[src/rtl/population_count.sv]
// Combinational population count of one chunk.
// Used once per chunk by population_count_accumulator.
module Population_Count #(
  parameter int WORD_WIDTH     = 4,
  parameter int POPCOUNT_WIDTH = 3
) (
  input  logic [WORD_WIDTH-1:0]     word,
  output logic [POPCOUNT_WIDTH-1:0] count
);

  always_comb begin
    count = '0;
    for (int i = 0; i < WORD_WIDTH; i++) begin
      count = count + POPCOUNT_WIDTH'(word[i]);
    end
  end

endmodule

[src/rtl/population_count_accumulator.sv]
// Two-stage popcount pipeline with a saturating running total.
// Stage 1 registers per-chunk counts; stage 2 sums them and updates the total.
module population_count_accumulator #(
  parameter int WORD_WIDTH     = 16,
  parameter int CHUNK_WIDTH    = 4,
  parameter int POPCOUNT_WIDTH = 5,
  parameter int TOTAL_WIDTH    = 8
) (
  input  logic                      clock,
  input  logic                      clear,
  input  logic                      input_valid,
  output logic                      input_ready,
  input  logic [WORD_WIDTH-1:0]     input_data,
  input  logic                      input_start,
  input  logic                      input_invert,
  output logic                      output_valid,
  input  logic                      output_ready,
  output logic [POPCOUNT_WIDTH-1:0] output_count,
  output logic [TOTAL_WIDTH-1:0]    output_total,
  output logic                      output_saturated
);

  localparam int NUM_CHUNKS        = (WORD_WIDTH + CHUNK_WIDTH - 1) / CHUNK_WIDTH;
  localparam int PADDED_WIDTH      = NUM_CHUNKS * CHUNK_WIDTH;
  localparam int PAD_WIDTH         = PADDED_WIDTH - WORD_WIDTH;
  localparam int CHUNK_COUNT_WIDTH = $clog2(CHUNK_WIDTH + 1);
  localparam int SUM_WIDTH         = TOTAL_WIDTH + 1;

  logic                         advance;
  logic [WORD_WIDTH-1:0]        masked_word;
  logic [PADDED_WIDTH-1:0]      padded_word;
  logic [CHUNK_COUNT_WIDTH-1:0] chunk_count [NUM_CHUNKS];

  logic                         s1_valid_d, s1_valid_q;
  logic                         s1_start_d, s1_start_q;
  logic [CHUNK_COUNT_WIDTH-1:0] chunk_count_d [NUM_CHUNKS];
  logic [CHUNK_COUNT_WIDTH-1:0] chunk_count_q [NUM_CHUNKS];

  logic                         out_valid_d, out_valid_q;
  logic [POPCOUNT_WIDTH-1:0]    out_count_d, out_count_q;
  logic [TOTAL_WIDTH-1:0]       out_total_d, out_total_q;
  logic                         out_sat_d, out_sat_q;

  logic [POPCOUNT_WIDTH-1:0]    word_count;
  logic [TOTAL_WIDTH-1:0]       total_base;
  logic [SUM_WIDTH-1:0]         total_sum;
  logic                         total_clamp;
  logic [TOTAL_WIDTH-1:0]       total_next;

  // One enable moves both stages, so a stalled output freezes the whole pipe.
  assign advance     = !out_valid_q || output_ready;
  assign input_ready = advance;

  // Padding is inserted after the invert so pad bits always read as zero.
  assign masked_word = input_data ^ {WORD_WIDTH{input_invert}};
  assign padded_word = PADDED_WIDTH'(masked_word);

  for (genvar g = 0; g < NUM_CHUNKS; g++) begin : g_chunk
    Population_Count #(
      .WORD_WIDTH    (CHUNK_WIDTH),
      .POPCOUNT_WIDTH(CHUNK_COUNT_WIDTH)
    ) u_chunk_count (
      .word (padded_word[g*CHUNK_WIDTH +: CHUNK_WIDTH]),
      .count(chunk_count[g])
    );
  end

  always_comb begin
    s1_valid_d = s1_valid_q;
    s1_start_d = s1_start_q;
    for (int i = 0; i < NUM_CHUNKS; i++) begin
      chunk_count_d[i] = chunk_count_q[i];
    end
    if (advance) begin
      s1_valid_d = input_valid;
      s1_start_d = input_start;
      for (int i = 0; i < NUM_CHUNKS; i++) begin
        chunk_count_d[i] = chunk_count[i];
      end
    end
  end

  always_comb begin
    word_count = '0;
    for (int i = 0; i < NUM_CHUNKS; i++) begin
      word_count = word_count + POPCOUNT_WIDTH'(chunk_count_q[i]);
    end
  end

  // Total never exceeds its max and the count fits in TOTAL_WIDTH, so one
  // extra sum bit is enough to flag overflow.
  always_comb begin
    total_base  = s1_start_q ? '0 : out_total_q;
    total_sum   = SUM_WIDTH'(total_base) + SUM_WIDTH'(word_count);
    total_clamp = total_sum[TOTAL_WIDTH];
    total_next  = total_clamp ? {TOTAL_WIDTH{1'b1}} : total_sum[TOTAL_WIDTH-1:0];
  end

  always_comb begin
    out_valid_d = out_valid_q;
    out_count_d = out_count_q;
    out_total_d = out_total_q;
    out_sat_d   = out_sat_q;
    if (advance) begin
      out_valid_d = s1_valid_q;
      if (s1_valid_q) begin
        out_count_d = word_count;
        out_total_d = total_next;
        out_sat_d   = s1_start_q ? total_clamp : (out_sat_q || total_clamp);
      end
    end
  end

  always_ff @(posedge clock) begin
    if (clear) begin
      s1_valid_q  <= 1'b0;
      s1_start_q  <= 1'b0;
      out_valid_q <= 1'b0;
      out_count_q <= '0;
      out_total_q <= '0;
      out_sat_q   <= 1'b0;
      for (int i = 0; i < NUM_CHUNKS; i++) begin
        chunk_count_q[i] <= '0;
      end
    end else begin
      s1_valid_q  <= s1_valid_d;
      s1_start_q  <= s1_start_d;
      out_valid_q <= out_valid_d;
      out_count_q <= out_count_d;
      out_total_q <= out_total_d;
      out_sat_q   <= out_sat_d;
      for (int i = 0; i < NUM_CHUNKS; i++) begin
        chunk_count_q[i] <= chunk_count_d[i];
      end
    end
  end

  assign output_valid     = out_valid_q;
  assign output_count     = out_count_q;
  assign output_total     = out_total_q;
  assign output_saturated = out_sat_q;

endmodule
[config.mk]
export PLATFORM = sky130hd
export DESIGN_NAME = population_count_accumulator
export DESIGN_NICKNAME = d
export VERILOG_FILES = /design/src/rtl/population_count.sv /design/src/rtl/population_count_accumulator.sv
export SDC_FILE = /design/constraint.sdc
export NUM_CORES = 1
export LEC_CHECK = 0
export BUFFER_PORTS_ARGS = -buffer_cell sky130_fd_sc_hd__buf_2
export CAP_MARGIN = 40
export CORE_MARGIN = 3
export CORE_UTILIZATION = 50
export DETAILED_ROUTE_END_ITERATION = 16
export MAX_ROUTING_LAYER = met4
export PLACE_DENSITY = 0.73
export SYNTH_ARGS = -nofsm -noshare
export SYNTH_HDL_FRONTEND = slang
export SYNTH_SLANG_ARGS = --single-unit
[constraint.sdc]
create_clock -name clock -period 5.2 [get_ports clock]
set_input_delay 0.52 -clock clock [delete_from_list [all_inputs] [get_ports clock]]
set_output_delay 0.52 -clock clock [all_outputs]
set_load 0.02 [all_outputs]
# Word-level counts from Yosys, hierarchy flattened
# Memories as Yosys holds them, arrays and structs flattened.
# Index checks and enable logic that the tools add are counted.
# word_totals
regBits	17
mem_bits_rw	12
in_bits	22
out_inout_bits	16
wordCells	43
n_memories	1
# classes
add_sub_neg	16
muxes	11
bitwise_logic	5
reduce_logical	4
# memory_table
name	depth	word_bits	read_ports	rd_ports_with_merged_regs	write_ports	line	text
chunk_count_q	4	3	4	0	4	population_count_accumulator.sv:37	logic [CHUNK_COUNT_WIDTH-1:0] chunk_count_q [NUM_CHUNKS];
# op_table
op	count
adder 3 x 1 -> 3 bit	8
2-to-1 mux 8 bit	2
XOR 16 bit	1
2-to-1 mux 12 bit	1
2-to-1 mux 3 bit	4
adder 8 x 5 -> 9 bit	1
adder 1 x 1 -> 2 bit	4
adder 4 x 3 -> 5 bit	1
adder 5 x 3 -> 5 bit	1
adder 3 x 3 -> 4 bit	1
2-to-1 mux 1 bit	4
bitwise OR 1 bit	4
logical OR 1 bit	2
AND reduction 2 bit	1
zero test 1 bit	1

# Depth between registers and ports, before layout
# Gate-level depths: netlist of run 1.
# An unclocked memory read counts as a cell.
# depth
word_depth	7
mapped_depth	13
depth_no_buf	13

# Modules after synthesis
# Synthesis of run 1 repeated with hierarchy kept, for this count alone.
# hier_totals
cells_unflattened	237
area_unflattened_um2	1968.1
# by_module_without_submodules
module	n_inst	cells_each	area_per_inst_um2	seq_area_each_um2
population_count_accumulator	1	205	1712.9	580.6
Population_Count	4	8	63.8	0.0

# Worst setup path after synthesis of run 1
# OpenSTA, ideal clock, no wires.
# synth_path
kind	register -> register
start	memory chunk_count_q[0][1] (netlist bit)
end	register out_total_q[1] (netlist: output_total[1])
setup_ns	0.080
t_arrival_ns	3.299
required_ns	5.120
path_slack_ns	1.821
path_stages_with_launch	14
n_path_buf	0
period_less_slack_ns	3.379
cell_sequence	dfxtp_1 -> inv_1 -> fa_1 -> fa_1 -> inv_1 -> ha_1 -> fa_1 -> xor2_1 -> ha_1 -> nand2_1 -> o21bai_4 -> a211oi_4 -> nor2_2 -> a211oi_2
# synth_lines
item	line	text
start: declaration	population_count_accumulator.sv:37	
end signal: assignment	population_count_accumulator.sv:130	out_total_q <= out_total_d;
end: declaration	population_count_accumulator.sv:41	logic [TOTAL_WIDTH-1:0] out_total_d, out_total_q;

==> results by stage, run 1 <==
Timing:
- The clock period could shrink to 3.575 ns.
- The final count of negative-setup-slack endpoints is 0.
- Summed over all failing endpoints, the final setup total negative slack is 0 ns.
- For this run, the top clock speed supported by timing is between 200 and 300 MHz.
- Setup repair after global routing left no endpoint under its margin.
- Clock skew on the completed layout was measured at 0.004394 ns.
- The number of failing hold endpoints at the final stage is 0.
- The final setup slack of the worst path is about 1.6 ns.
- For the pin with the worst max-slew slack, the measured transition is 0.5846 ns.
- The final worst-path cycle share is just under 70%.
- The number of max-slew violations in the final report is 0.
- The tightest slew margin relative to the limit is 61.02%.

Placement:
- Input and output buffers added on the ports amount to 37.
- The congestion estimate from routability-driven global placement came to 0.8397.
- Summed over all nets, the half-perimeter wirelength after detailed placement is approximately 2700 um.
- OpenSTA, run right after detailed placement, puts the worst setup slack at about 1.6 ns.

Clock network:
- The later pin in the worst-skew pair is clocked with a latency of 0.29 ns.
- The clock tree synthesis step divided the H-tree into 2 levels.
- Clock-pin slew was measured on the worst setup and hold paths at 0.06 ns.
- The count of clock tree sinks is 29.
- Once the clock tree was built, the setup fixing pass inserted 0 buffers.
- The largest buffer count on any clock path is 2.
- The number of hold buffers added after CTS is 0.
- The clock tree from TritonCTS is done.
- The TritonCTS buffer count is 5.
- The root cell of the clock tree is sky130_fd_sc_hd__clkbuf_8.
- The number of resized instances in the post-cts repair step is 0.

Finish:
- The fraction of layout instances using a drive strength above 1 is between 20% and 30%.
- The repair_antennas step left the layout with diodes totalling 0.
- The total number of nets in the final design is 300.
- The area growth from synthesis to layout is 15.34%.

Run status:
- The flow ran to the end, and the final reports show no timing, DRC or antenna violations.

Job:
- Across the run, the number of max-cap violations was 0.

Setup path:
- The cell with the largest stage delay on the worst path is sky130_fd_sc_hd__fa_1.
- The most frequent cell on the critical path is sky130_fd_sc_hd__fa_1.
- The data arrival time of the critical path is 3.78 ns.
- Walking the worst path, the cells encountered are inv_1 > fa_1 > fa_1 > inv_1 > ha_1 > fa_1 > xor2_1 > ha_1 > nand2_1 > o21bai_4 > a211oi_4 > nor2_2 > a211oi_2.
- The reg-to-reg startpoint is chunk_count_q[0][1]$_SDFFE_PP0N_.
- STA classifies the critical path endpoint as a flip-flop.
- In this run the worst setup path begins at chunk_count_q[0][1]$_SDFFE_PP0N_.
- The largest delay contributor family on the critical path is adder cells.
- The flop-to-flop setup slack is 1.62 ns.
- The data required time at the worst endpoint is roughly 5.4 ns.
- The type of the worst setup path is flip-flop to flip-flop.
- The worst reg2reg path endpoint is output_total[1]$_SDFFE_PP0P_.
- The type of element launching the critical path is a flip-flop.
- On the worst path, the slowest cell contributes a delay of 0.51 ns.
- The number of cells on the critical path is 13.
- Measured in cells, the most critical reg-to-reg path has a length of 13.
- The timing endpoint of the critical path is output_total[1]$_SDFFE_PP0P_.
- Along the worst path, the maximum fanout reaches 5.
- The number of buffers and inverters on the critical path is 2.

Global routing:
- Summed over all layers, the global routing overflow is 0.
- The first global-routing pass estimated 6175 um of wire.
- The overall routing resource usage is a little under a fifth.
- Entering global routing, the biggest net connects 30 pins.
- The number of antenna violations at the first check in global routing is 0.
- The number of global-route vias before repair is 1476.

Route:
- The number of routed nets with antenna violations is 0.
- The initial DRC count is 56.
- For this run, design rule violations remaining after detail routing come to 0.
- The routed wire length is 3498 um.
- The routed length per instance is 11.78 um.
- The first detailed-routing pass ran for 4 iterations.
- In the routed layout, each cell is associated on average with a via count of 4.983.
- For this block, the via count after detailed routing is 1480.

Synthesis:
- The synthesized netlist net count is 267.
- The synthesized design contains 0 enable-type register cells.
- The async set-or-reset flop fraction in the synthesized netlist is 0%.
- In the synthesized netlist the dominant register cell turns out to be sky130_fd_sc_hd__dfxtp_1.
- The post-synthesis sequential element count is 29.
- In the synthesized netlist, the number of instances is 217.
- The sequential share of the synthesized area is between 30% and 40%.
- The number of different library cells used by synthesis comes to 35.
- The mapped netlist covers 1933 sq um.
- The mean post-synth cell area is 8.908 sq um.
- The yosys synthesis warning count is 0.

Pwr:
- The fraction of power spent switching nets is 35.63%.
- In this run the power spent charging and discharging nets is ~270 uW.
- The relative contribution of sequential cells to total power is a little over a third.
- Combinational logic burns 38.5% of the power.
- The internal power of the cells totals 493.7 uW.
- The maximum resistive drop on vdd is 213.9 uV.
- The part of the power in the clock network is between 20% and 30%.
- The total power density per cell area is 344.0 nW/um^2.
- In this run the static leakage power is 0.001050 uW.

Die:
- The placement row count is 21.
- The region available for standard cell placement spans between 3000 and 4000 sq um.
- The number of placed I/O pins is 38.
- Once the floorplan was initialized, standard cells occupied 54.90% of the core.
- The die is 68.18 um wide.
- The die area is 4649 sq um.
- The die is 68.18 um tall.

Hold path:
- The type of the most critical hold path is flip-flop to flip-flop.
[how the worst min path moves through the flow]
stage | startpoint | endpoint | slack (ns) | depth (start not counted)
after floorplan | chunk_count_q[0][1]$_SDFFE_PP0N_ | chunk_count_q[0][1]$_SDFFE_PP0N_ | 0.43 | 2
after global placement | output_count[3]$_SDFFE_PP0P_ | output_count[3]$_SDFFE_PP0P_ | 0.44 | 2
after detailed placement | chunk_count_q[3][2]$_SDFFE_PP0N_ | chunk_count_q[3][2]$_SDFFE_PP0N_ | 0.44 | 2
after CTS | chunk_count_q[3][2]$_SDFFE_PP0N_ | chunk_count_q[3][2]$_SDFFE_PP0N_ | 0.45 | 2
after global routing | output_count[1]$_SDFFE_PP0P_ | output_count[1]$_SDFFE_PP0P_ | 0.47 | 2
final | chunk_count_q[3][1]$_SDFFE_PP0N_ | chunk_count_q[3][1]$_SDFFE_PP0N_ | 0.45 | 2
[layout by cell type, fill, tap and decap left out, types with 3 or more instances in the layout]
cell,Yosys,routed
sky130_fd_sc_hd__xor2_1,19,19
sky130_fd_sc_hd__nor2b_1,5,5
sky130_fd_sc_hd__a211oi_2,5,5
sky130_fd_sc_hd__buf_2,4,37
sky130_fd_sc_hd__a21oi_1,21,21
sky130_fd_sc_hd__nand2_1,44,44
sky130_fd_sc_hd__clkbuf_8,0,7
sky130_fd_sc_hd__nor2_1,8,8
sky130_fd_sc_hd__dfxtp_1,29,29
sky130_fd_sc_hd__fa_1,11,11
sky130_fd_sc_hd__a21o_1,3,3
sky130_fd_sc_hd__inv_1,17,17
sky130_fd_sc_hd__ha_1,17,17
[layout make-up]
class,count,area (sq um)
fillers,326,1291
multi-input cells,158,1230
flip-flops and latches,29,580.6
repair buffers,38,192.7
clock buffers,7,96.34
inverters,18,67.56
well taps,46,57.56
clock inverters,1,5.005
[layer usage]
metal  track usage, %  up-vias  wire length [um]
met3            6.732        5               189
met5                -        -                 0
met1            22.23      678              1715
met4            7.444        0                68
met2            28.28       26              1525
li1                 -      771                 -
[power by group through the flow]
stage               combinational, uW  sequential (uW)  clock (uW)
finish                            295              267         205
global route                      347              271         220
CTS                               301              267         209
detailed placement                301              272           0
global placement                  296              271           0
floorplan                         222              281           0
[per-stage QoR]
| stage | power [uW] | cells | hold WS, ns | area (sq um) | util [%] |
|---|---|---|---|---|---|
| after floorplan | 503.6 | 217 | 0.4319 | 1933 | - |
| after global placement | 567.1 | 288 | 0.4396 | 2121 | 60.23 |
| after detailed placement | 572.5 | 289 | 0.4439 | 2128 | 60.45 |
| after CTS | 777.2 | 297 | 0.4523 | 2230 | 63.33 |
| after global routing | 836.9 | 297 | 0.4675 | 2230 | 63.33 |
| final | 767.0 | 297 | 0.4493 | 2230 | 63.33 |
[cells by family after synthesis]
family	after synthesis	share of synthesized area [%]
xor gates and xnor gates	20	9.062
DFF	29	30.03
adders and majority gates	28	22.39
buffers and inverters	30	6.343
AOI/OAI and AO/OA	44	17.54
and+or+nand+nor	66	14.63
[registers in the layout, summed over array words and instances (netlist names)]
register	cells
output_total	8
s1_valid_q	1
output_saturated	1
output_valid	1
chunk_count_q	12
s1_start_q	1
output_count	5
[tightest hold or removal path: cells and delay by family, from the launching register on]
| family | cells | cell delay (ns) |
|---|---|---|
| and+or+nand+nor | 1 | 0.05 |
| AOI/OAI and AO/OA | 1 | 0.05 |
| DFF | 1 | 0.31 |
[Yosys cell counts (all sizes together) (3+ instances only)]
cell     n  share of area (%)
a21o     3                1.2
dfxtp   29                 30
fa      11                 11
nor2b    5                1.6
nor2     9                1.9
nand2   44                8.5
ha      17                 11
inv     18                3.5
o21ai    4                1.2
buf      5                1.4
xor2    19                8.6
a211oi   7                4.7
clkbuf   7                1.4
a21oi   23                6.3
No activity file was read; power rests on OpenSTA's default activity.
==> run 2, diff against run 1 <==
--- a/config.mk
+++ b/config.mk
@@ -5,6 +5,7 @@
 export SDC_FILE = /design/constraint.sdc
 export NUM_CORES = 1
 export LEC_CHECK = 0
+export ABC_AREA = 1
 export BUFFER_PORTS_ARGS = -buffer_cell sky130_fd_sc_hd__buf_2
 export CAP_MARGIN = 40
 export CORE_MARGIN = 3
==> constraint.sdc (replaced) <==
create_clock -name clock -period 3.7 [get_ports clock]
set_input_delay 0.37 -clock clock [delete_from_list [all_inputs] [get_ports clock]]
set_output_delay 0.37 -clock clock [all_outputs]
set_load 0.02 [all_outputs]
==> results by stage, run 2 <==
Global routing:
- The number of global-route vias before repair came to 1594.
- The residual overflow from global routing is 0.
- The overall routing resource usage is between 10% and 20%.
- The first-pass GRT wire length is 6886 um.
- The pin count of the biggest net entering global routing is 27.
- The number of antenna violations at the first check in global routing is 0.

Placement:
- The last weighted congestion value of the routability-driven placer is roughly 0.88.
- The placed cell count is about 320.
- The half-perimeter wire length of the detailed placement result is 3046 um.
- The number of buffer cells added on primary ports is 37.

Timing:
- The number of max-slew violations in the final report is 0.
- Setup repair after global routing left no endpoint under its margin.
- The final worst-path cycle share is 89.28%.
- The minimum clock period after layout is about 3.3 ns.
- The tightest slew margin relative to the limit is between 60% and 70%.
- At the pin with the least slew margin, the transition time is around 0.56 ns.
- The number of failing hold endpoints at the final stage was 0.
- Between clock sinks in the finished design, the worst skew comes to approximately 0.0048 ns.
- The final count of negative-setup-slack endpoints is 0.
- The timing-limited maximum frequency is 302.7 MHz.
- After routing, the total negative slack on setup checks comes to 0 ns.

Finish:
- Leaving out fill and tap cells, the most frequent cells in the layout are sky130_fd_sc_hd__inv_1 (38), sky130_fd_sc_hd__buf_2 (37), sky130_fd_sc_hd__nor2_1 (29), sky130_fd_sc_hd__dfxtp_1 (29), sky130_fd_sc_hd__o21ai_0 (23).
- The largest register by flop count is chunk_count_q.
- The area of all sequential standard cells is slightly below 600 sq um.
- The number of standard cells in the layout, taps in and fillers out is roughly 330.
- For this run, the share of the core covered by cells in the final layout is 60.42%.
- In the final layout, the multi-input gates occupy 1220 sq um.
- At the end of the flow, the number of nets in the layout was 332.
- The register with the most flip-flops in the layout has 12 of them.
- The number of antenna diodes in the final layout is 0.
- Leaving out fill and tap cells, the most frequent cell in the layout is sky130_fd_sc_hd__inv_1.
- Counting the fill cells in the layout gives 334.
- Compared with the post-synthesis result, the final layout area differs by 13.67%.
- Cells with a size suffix above 1 make up 20.85% of the layout.

Synthesis:
- Synthesis instantiated 26 different standard cells from the library.
- Synthesis produced a netlist with a net count of roughly 300.
- The post-synthesis sequential element count is 29.
- The synthesized design contains 0 enable-type register cells.
- The yosys synthesis warning count is 0.
- The sequential share of the synthesized area is 28.96%.
- The total standard cell area after synthesis is between 2000 and 2500 sq um.
- The most frequent cell after synthesis is sky130_fd_sc_hd__inv_1.
- In the post-synthesis netlist, the biggest area contributors are sky130_fd_sc_hd__dfxtp_1 (29%), sky130_fd_sc_hd__fa_1 (11%), sky130_fd_sc_hd__ha_1 (11%).
- Synthesis handed over a netlist of 246 instances.
- The commonest cells after synthesis are sky130_fd_sc_hd__inv_1 (38), sky130_fd_sc_hd__dfxtp_1 (29), sky130_fd_sc_hd__nor2_1 (29), sky130_fd_sc_hd__o21ai_0 (23), sky130_fd_sc_hd__nand2_1 (21).
- The mean post-synth cell area is 8.148 sq um.
- Of all flip-flops after synthesis, the portion carrying an async set or reset was 0%.
- Among all flip-flop cells after synthesis, the most frequent one is sky130_fd_sc_hd__dfxtp_1.
- The post-synthesis cell type with the largest combined area is sky130_fd_sc_hd__dfxtp_1.
- The synthesized design devotes to its leading area cell type 28.96% of total area.

Route:
- The via count normalized by instance count is 4.934.
- Dividing the detail-routed wire length by the instance count gives about 12 um.
- After the first detailed-routing iteration, the DRC count stood at slightly above 100.
- The final route contains 1633 vias.
- For this run, the detailed router's first-pass iteration total came to 4.
- In the routed design, unresolved DRC markers number 0.
- The routed wire length is 3907 um.
- The count of nets left with antenna violations once routing finished came out at 0.

Clock network:
- The number of resized instances in the post-cts repair step is 0.
- The root cell of the clock tree is sky130_fd_sc_hd__clkbuf_8.
- The number of hold buffers added after CTS was 0.
- For this design, the sink count on the clock tree is 29.
- The clock transition at the registers of the reported paths is 0.06 ns.
- Post-CTS timing repair inserted 0 buffers for setup.
- The clock tree from TritonCTS is done.
- The largest buffer count on any clock path is 2.
- The clock latency reported for the late side of the worst-skew pair is 0.28 ns.
- Counting the buffers created by CTS gives 5.
- CTS built an H-tree with a depth of 2.

Hold path:
- The type of the most critical hold path is input pin to flip-flop.

Setup path:
- The worst register-to-register path begins at chunk_count_q[0][1]$_SDFFE_PP0N_.
- Of all nets on the critical path, the largest fanout is 5.
- The type of the worst setup path is flip-flop to flip-flop.
- The largest delay contributor family on the critical path is adder cells.
- For the worst setup path, the data required time is 3.91 ns.
- In this run the worst setup path terminates at output_total[6]$_SDFFE_PP0P_.
- The flop-to-flop setup slack is 0.40 ns.
- Counting stages on the worst path, the most repeated cell is sky130_fd_sc_hd__fa_1.
- STA classifies the critical path startpoint as a flip-flop.
- Counting both buffers and inverters, the worst setup path holds a total of 2.
- The category of the worst setup path capture point is a flip-flop.
- Data on the critical path arrives at its endpoint at 3.51 ns.
- The worst register-to-register path ends at output_total[6]$_SDFFE_PP0P_.
- The cell count of the worst reg-to-reg path is 14.
- The timing startpoint of the critical path is chunk_count_q[0][1]$_SDFFE_PP0N_.
- The largest stage delay on the critical path is between 0.5 and 0.6 ns.
- The number of cells on the critical path is 14.
- The cell with the largest stage delay on the worst path is sky130_fd_sc_hd__fa_1.
- Traced cell by cell, the critical path runs through inv_1 > fa_1 > fa_1 > inv_1 > ha_1 > fa_1 > xor2_1 > ha_1 > or2_2 > nand3_2 > nand2_1 > nand2_1 > nand3_1 > a21oi_1.

Die:
- The vertical extent of the die is 69.32 um.
- The number of placed I/O pins is 38.
- The placement row count is 22.
- The die area is 4805 sq um.
- The area of the placeable core is approximately 3800 sq um.
- The width of the chip is 69.32 um.
- The starting utilization of the core area is 53.15%.

Run status:
- The run finished with clean final reports.

Job:
- The tool flagged a number of max-cap violations equal to 0.

Pwr:
- The leakage power figure is 0.001163 uW.
- The total power density per cell area is 477.8 nW/um^2.
- Across the VDD grid, the largest voltage drop is 206.6 uV.
[run 2: changes by cell type in the layout (fill, tap and decap cells not counted), moves of 5 or more]
cell                       before  now
sky130_fd_sc_hd__a211oi_2       5    0
sky130_fd_sc_hd__nand3_1        1   13
sky130_fd_sc_hd__nor2_1         8   29
sky130_fd_sc_hd__nor2b_1        5    0
sky130_fd_sc_hd__inv_1         17   38
sky130_fd_sc_hd__o21ai_0        1   23
sky130_fd_sc_hd__nand2_1       44   21
[run 2: cell type report]
class                   count  area share, %
flip-flops and latches     29          25.48
repair buffers             37          8.127
multi-input cells         169          53.54
clock buffers               8          3.515
well taps                  48          2.636
inverters                  40          6.700
[run 2: through the flow]
stage	total power [uW]	hold slack (ns)	cell area (sq um)	worst slack (ns)
4_1_cts	1098	0.3705	2278	0.3818
5_1_grt	1196	0.3906	2278	0.1231
3_3_place_gp	844.4	0.4680	2198	0.4638
6_report	1089	0.3731	2278	0.3967
3_5_place_dp	853.7	0.4715	2198	0.4102
2_1_floorplan	745.0	0.4467	2004	0.5504
[run 2: cells by family after synthesis]
family          share of synthesized area, %
compound gates                         11.92
xor+xnor                               8.302
fa+ha+maj                              21.60
buf+inv                                10.17
flops                                  28.96
simple gates                           19.04
[run 2: how the worst min path moves through the flow]
| stage | start | end | slack [ns] | depth (start not counted) |
|---|---|---|---|---|
| floorplan | chunk_count_q[2][1]$_SDFFE_PP0N_ | chunk_count_q[2][1]$_SDFFE_PP0N_ | 0.45 | 2 |
| global placement | chunk_count_q[2][2]$_SDFFE_PP0N_ | chunk_count_q[2][2]$_SDFFE_PP0N_ | 0.47 | 2 |
| detailed placement | chunk_count_q[2][2]$_SDFFE_PP0N_ | chunk_count_q[2][2]$_SDFFE_PP0N_ | 0.47 | 2 |
| CTS | input_start | s1_start_q$_SDFFE_PP0N_ | 0.37 | 3 |
| global route | input_start | s1_start_q$_SDFFE_PP0N_ | 0.39 | 3 |
| finish | input_start | s1_start_q$_SDFFE_PP0N_ | 0.37 | 3 |
[run 2: metal layers]
| layer | vias up | share of wire (%) | track usage [%] |
|---|---|---|---|
| met3 | 9 | 6.2 | 4.638 |
| met4 | 0 | 2.0 | 6.508 |
| met5 | - | 0 | - |
| met1 | 729 | 50 | 24.32 |
| li1 | 851 | - | - |
| met2 | 44 | 42 | 26.59 |
[run 2: power breakdown]
group | switching, uW | internal (uW) | total, uW
Sequential | 21.0 | 354 | 375
Combinational | 283 | 188 | 471
Clock | 110 | 133 | 243
[run 2: tightest hold or removal path, cell delays in order]
cell and delay [ns]:
sky130_fd_sc_hd__buf_2 0.07, sky130_fd_sc_hd__o21ai_0 0.07, sky130_fd_sc_hd__a21oi_1 0.10
==> run 3, diff against run 2 <==
--- a/config.mk
+++ b/config.mk
@@ -9,10 +9,9 @@
 export BUFFER_PORTS_ARGS = -buffer_cell sky130_fd_sc_hd__buf_2
 export CAP_MARGIN = 40
 export CORE_MARGIN = 3
-export CORE_UTILIZATION = 50
+export CORE_UTILIZATION = 30
 export DETAILED_ROUTE_END_ITERATION = 16
 export MAX_ROUTING_LAYER = met4
-export PLACE_DENSITY = 0.73
 export SYNTH_ARGS = -nofsm -noshare
 export SYNTH_HDL_FRONTEND = slang
 export SYNTH_SLANG_ARGS = --single-unit
==> constraint.sdc (replaced) <==
create_clock -name clock -period 3.4 [get_ports clock]
set_input_delay 0.34 -clock clock [delete_from_list [all_inputs] [get_ports clock]]
set_output_delay 0.34 -clock clock [all_outputs]
set_load 0.02 [all_outputs]
==> results by stage, run 3 (same netlist as run 2, synthesis figures left out) <==
Run status:
- The flow ran to the end, and the final reports show no timing, DRC or antenna violations.

Finish:
- The top cell types in the final layout, fill and taps aside, are sky130_fd_sc_hd__inv_1 (38), sky130_fd_sc_hd__buf_2 (37), sky130_fd_sc_hd__dfxtp_1 (29).
- The most common cell after layout, fill and taps aside is sky130_fd_sc_hd__inv_1.
- The largest register by flop count is chunk_count_q.
- Compared with the post-synthesis result, the final layout area differs by 19.73%.
- The antenna diode instance count is 0.
- The register with the most flip-flops in the layout has 12 of them.
- The net count of the finished layout is ~330.
- Fill cells in the final layout number approximately 650.
- Cells with a size suffix above 1 make up 23.94% of the layout.

Route:
- The via count is 1624.
- The routed wire length is 4104 um.
- The count of nets left with antenna violations once routing finished came out at 0.
- After detailed routing, the number of remaining DRC violations is 0.
- The first-pass iteration count of the detailed router is 4.
- The initial DRC count is between 40 and 50.
- The via count normalized by instance count is 4.499.
- The routed length per instance is 11.37 um.

Setup path:
- STA classifies the critical path endpoint as a flip-flop.
- For this design, the slowest cell found on the critical path is sky130_fd_sc_hd__fa_1.
- The worst setup path is of the flip-flop to flip-flop kind.
- In this run the worst path has a maximum fanout of 7.
- By instance count, the cell type seen most on the critical path is sky130_fd_sc_hd__inv_1.
- The data arrival time of the critical path is 3.41 ns.
- STA puts the critical path data required time at 3.58 ns.
- The signal on the critical path passes through inv_1 > fa_1 > fa_1 > inv_1 > ha_1 > fa_2 > xor2_2 > ha_4 > a21oi_1 > nand2_1 > nand3_2 > nand3_4 > o21ai_1 > inv_1.
- The type of element launching the critical path is a flip-flop.
- The largest stage delay on the critical path is around 0.52 ns.

Job:
- The count of max-cap constraint violations is 0.

Hold path:
- The worst hold path belongs to the class input pin to flip-flop.

Timing:
- The number of max-slew violations in the final report came to 0.
- At the pin with the least slew margin, the transition time is between 0.5 and 0.6 ns.
- The final worst-path cycle share is ~95%.
- Setup repair after global routing left no endpoint under its margin.
- After routing, the total negative slack on setup checks comes to 0 ns.
- The worst hold slack across all endpoints is around 0.34 ns.
- Measured against its own limit, the worst slew margin works out to 64.78%.
- Subtracting the final worst setup slack from the clock period gives 3.231 ns.
- Clock skew on the completed layout was measured at 0.004807 ns.
- Setup violations remaining at the end of the flow were counted as 0.
- The number of failing hold endpoints at the final stage was 0.
- The timing-limited maximum frequency is 309.5 MHz.

Clock network:
- In this run, CTS created clock tree buffers numbering 5.
- Clock-pin slew was measured on the worst setup and hold paths at 0.06 ns.
- The largest buffer count on any clock path is 2.
- The clock latency reported for the late side of the worst-skew pair is about 0.28 ns.
- The number of hold buffers added after CTS is 0.
- The clock tree from TritonCTS is done.
- The count of clock tree sinks is 29.
- The H-tree generated during clock tree synthesis spans 2 levels.
- The tree is rooted in a sky130_fd_sc_hd__clkbuf_8.

Die:
- The number of placed I/O pins is 38.
- From left edge to right edge, the die measures between 80 and 90 um.
- The floorplan has 29 rows.
- The starting utilization of the core area is approximately 31%.
- The floorplan step defined a die boundary enclosing 7698 sq um.
- The core region is roughly 6400 sq um.
- The die is 87.74 um tall.

Pwr:
- VDD sags by at most around 170 uV.
- The total power density per cell area is ~570 nW/um^2.
- The leakage power figure is about 0.0012 uW.
- The final total power is 1374 uW.

Global routing:
- The number of global-route vias before repair is between 1500 and 2000.
- The overall routing resource usage is 12.12%.
- The number of antenna violations at the first check in global routing is 0.
- The first global-routing pass estimated 7010 um of wire.
- The residual overflow from global routing is 0.
- Entering global routing, the biggest net connects 27 pins.

Placement:
- Detailed placement ended at an HPWL of 3217 um.
- Input and output buffers added on the ports amount to 37.
- The last weighted congestion value of the routability-driven placer is approximately 0.9.
-- run 3: final cells by class --
type | count | area (sq um) | area share (%)
Tap cell | 77 | 96.34 | 4.015
Inverter | 40 | 152.6 | 6.361
Multi-Input combinational cell | 169 | 1261 | 52.55
Clock inverter | 1 | 30.03 | 1.251
Clock buffer | 7 | 86.33 | 3.597
Timing Repair Buffer | 38 | 192.7 | 8.029
Sequential cell | 29 | 580.6 | 24.19
-- run 3: critical path, delay by kind of cell (launching register included) --
family                     cells  cell delay, ns
adders and majority gates      5            1.84
and+or+nand+nor                3            0.32
DFF                            1            0.31
AOI/OAI and AO/OA              2            0.30
xor gates and xnor gates       1            0.21
buffers and inverters          3            0.15
-- run 3: repair_timing --
item / in CTS / in global routing
setup endpoints to repair: 0 / 9
setup buffers: 0 / 1
resized for setup: 0 / 6
endpoints found under the hold margin: 0 / 0
-- run 3: worst paths after layout --
check / start / cells past startpoint / slack (ns) / to
hold / removal: input_start / 3 / 0.34 / s1_start_q$_SDFFE_PP0N_
hold reg to reg: chunk_count_q[2][2]$_SDFFE_PP0N_ / 2 / 0.48 / chunk_count_q[2][2]$_SDFFE_PP0N_
setup reg to reg: chunk_count_q[0][1]$_SDFFE_PP0N_ / 14 / 0.17 / output_total[0]$_SDFFE_PP0P_
setup / recovery: chunk_count_q[0][1]$_SDFFE_PP0N_ / 14 / 0.17 / output_total[0]$_SDFFE_PP0P_
-- run 3: routing by layer --
metal	GRT usage [%]	wire length (um)
met5	-	0
met2	19.04	1884
met4	4.184	73
met3	4.421	254
met1	14.28	1892
-- run 3: through the flow --
stage | instance area [sq um] | instances | setup slack [ns] | utilization, %
after floorplan | 2004 | 246 | 0.2504 | -
after global placement | 2235 | 352 | 0.1580 | 34.79
after detailed placement | 2235 | 352 | 0.09031 | 34.79
after CTS | 2351 | 360 | 0.06467 | 36.61
after global routing | 2400 | 361 | 0.001783 | 37.37
final | 2400 | 361 | 0.1687 | 37.37
-- run 3: power by group --
| group | internal, uW | leakage, uW | switching (uW) | total [uW] |
|---|---|---|---|---|
| clock network | 239 | 0.0000585 | 134 | 373 |
| logic | 252 | 0.000885 | 341 | 593 |
| registers | 385 | 0.000239 | 23.2 | 408 |
| total | 875 | 0.00118 | 499 | 1370 |
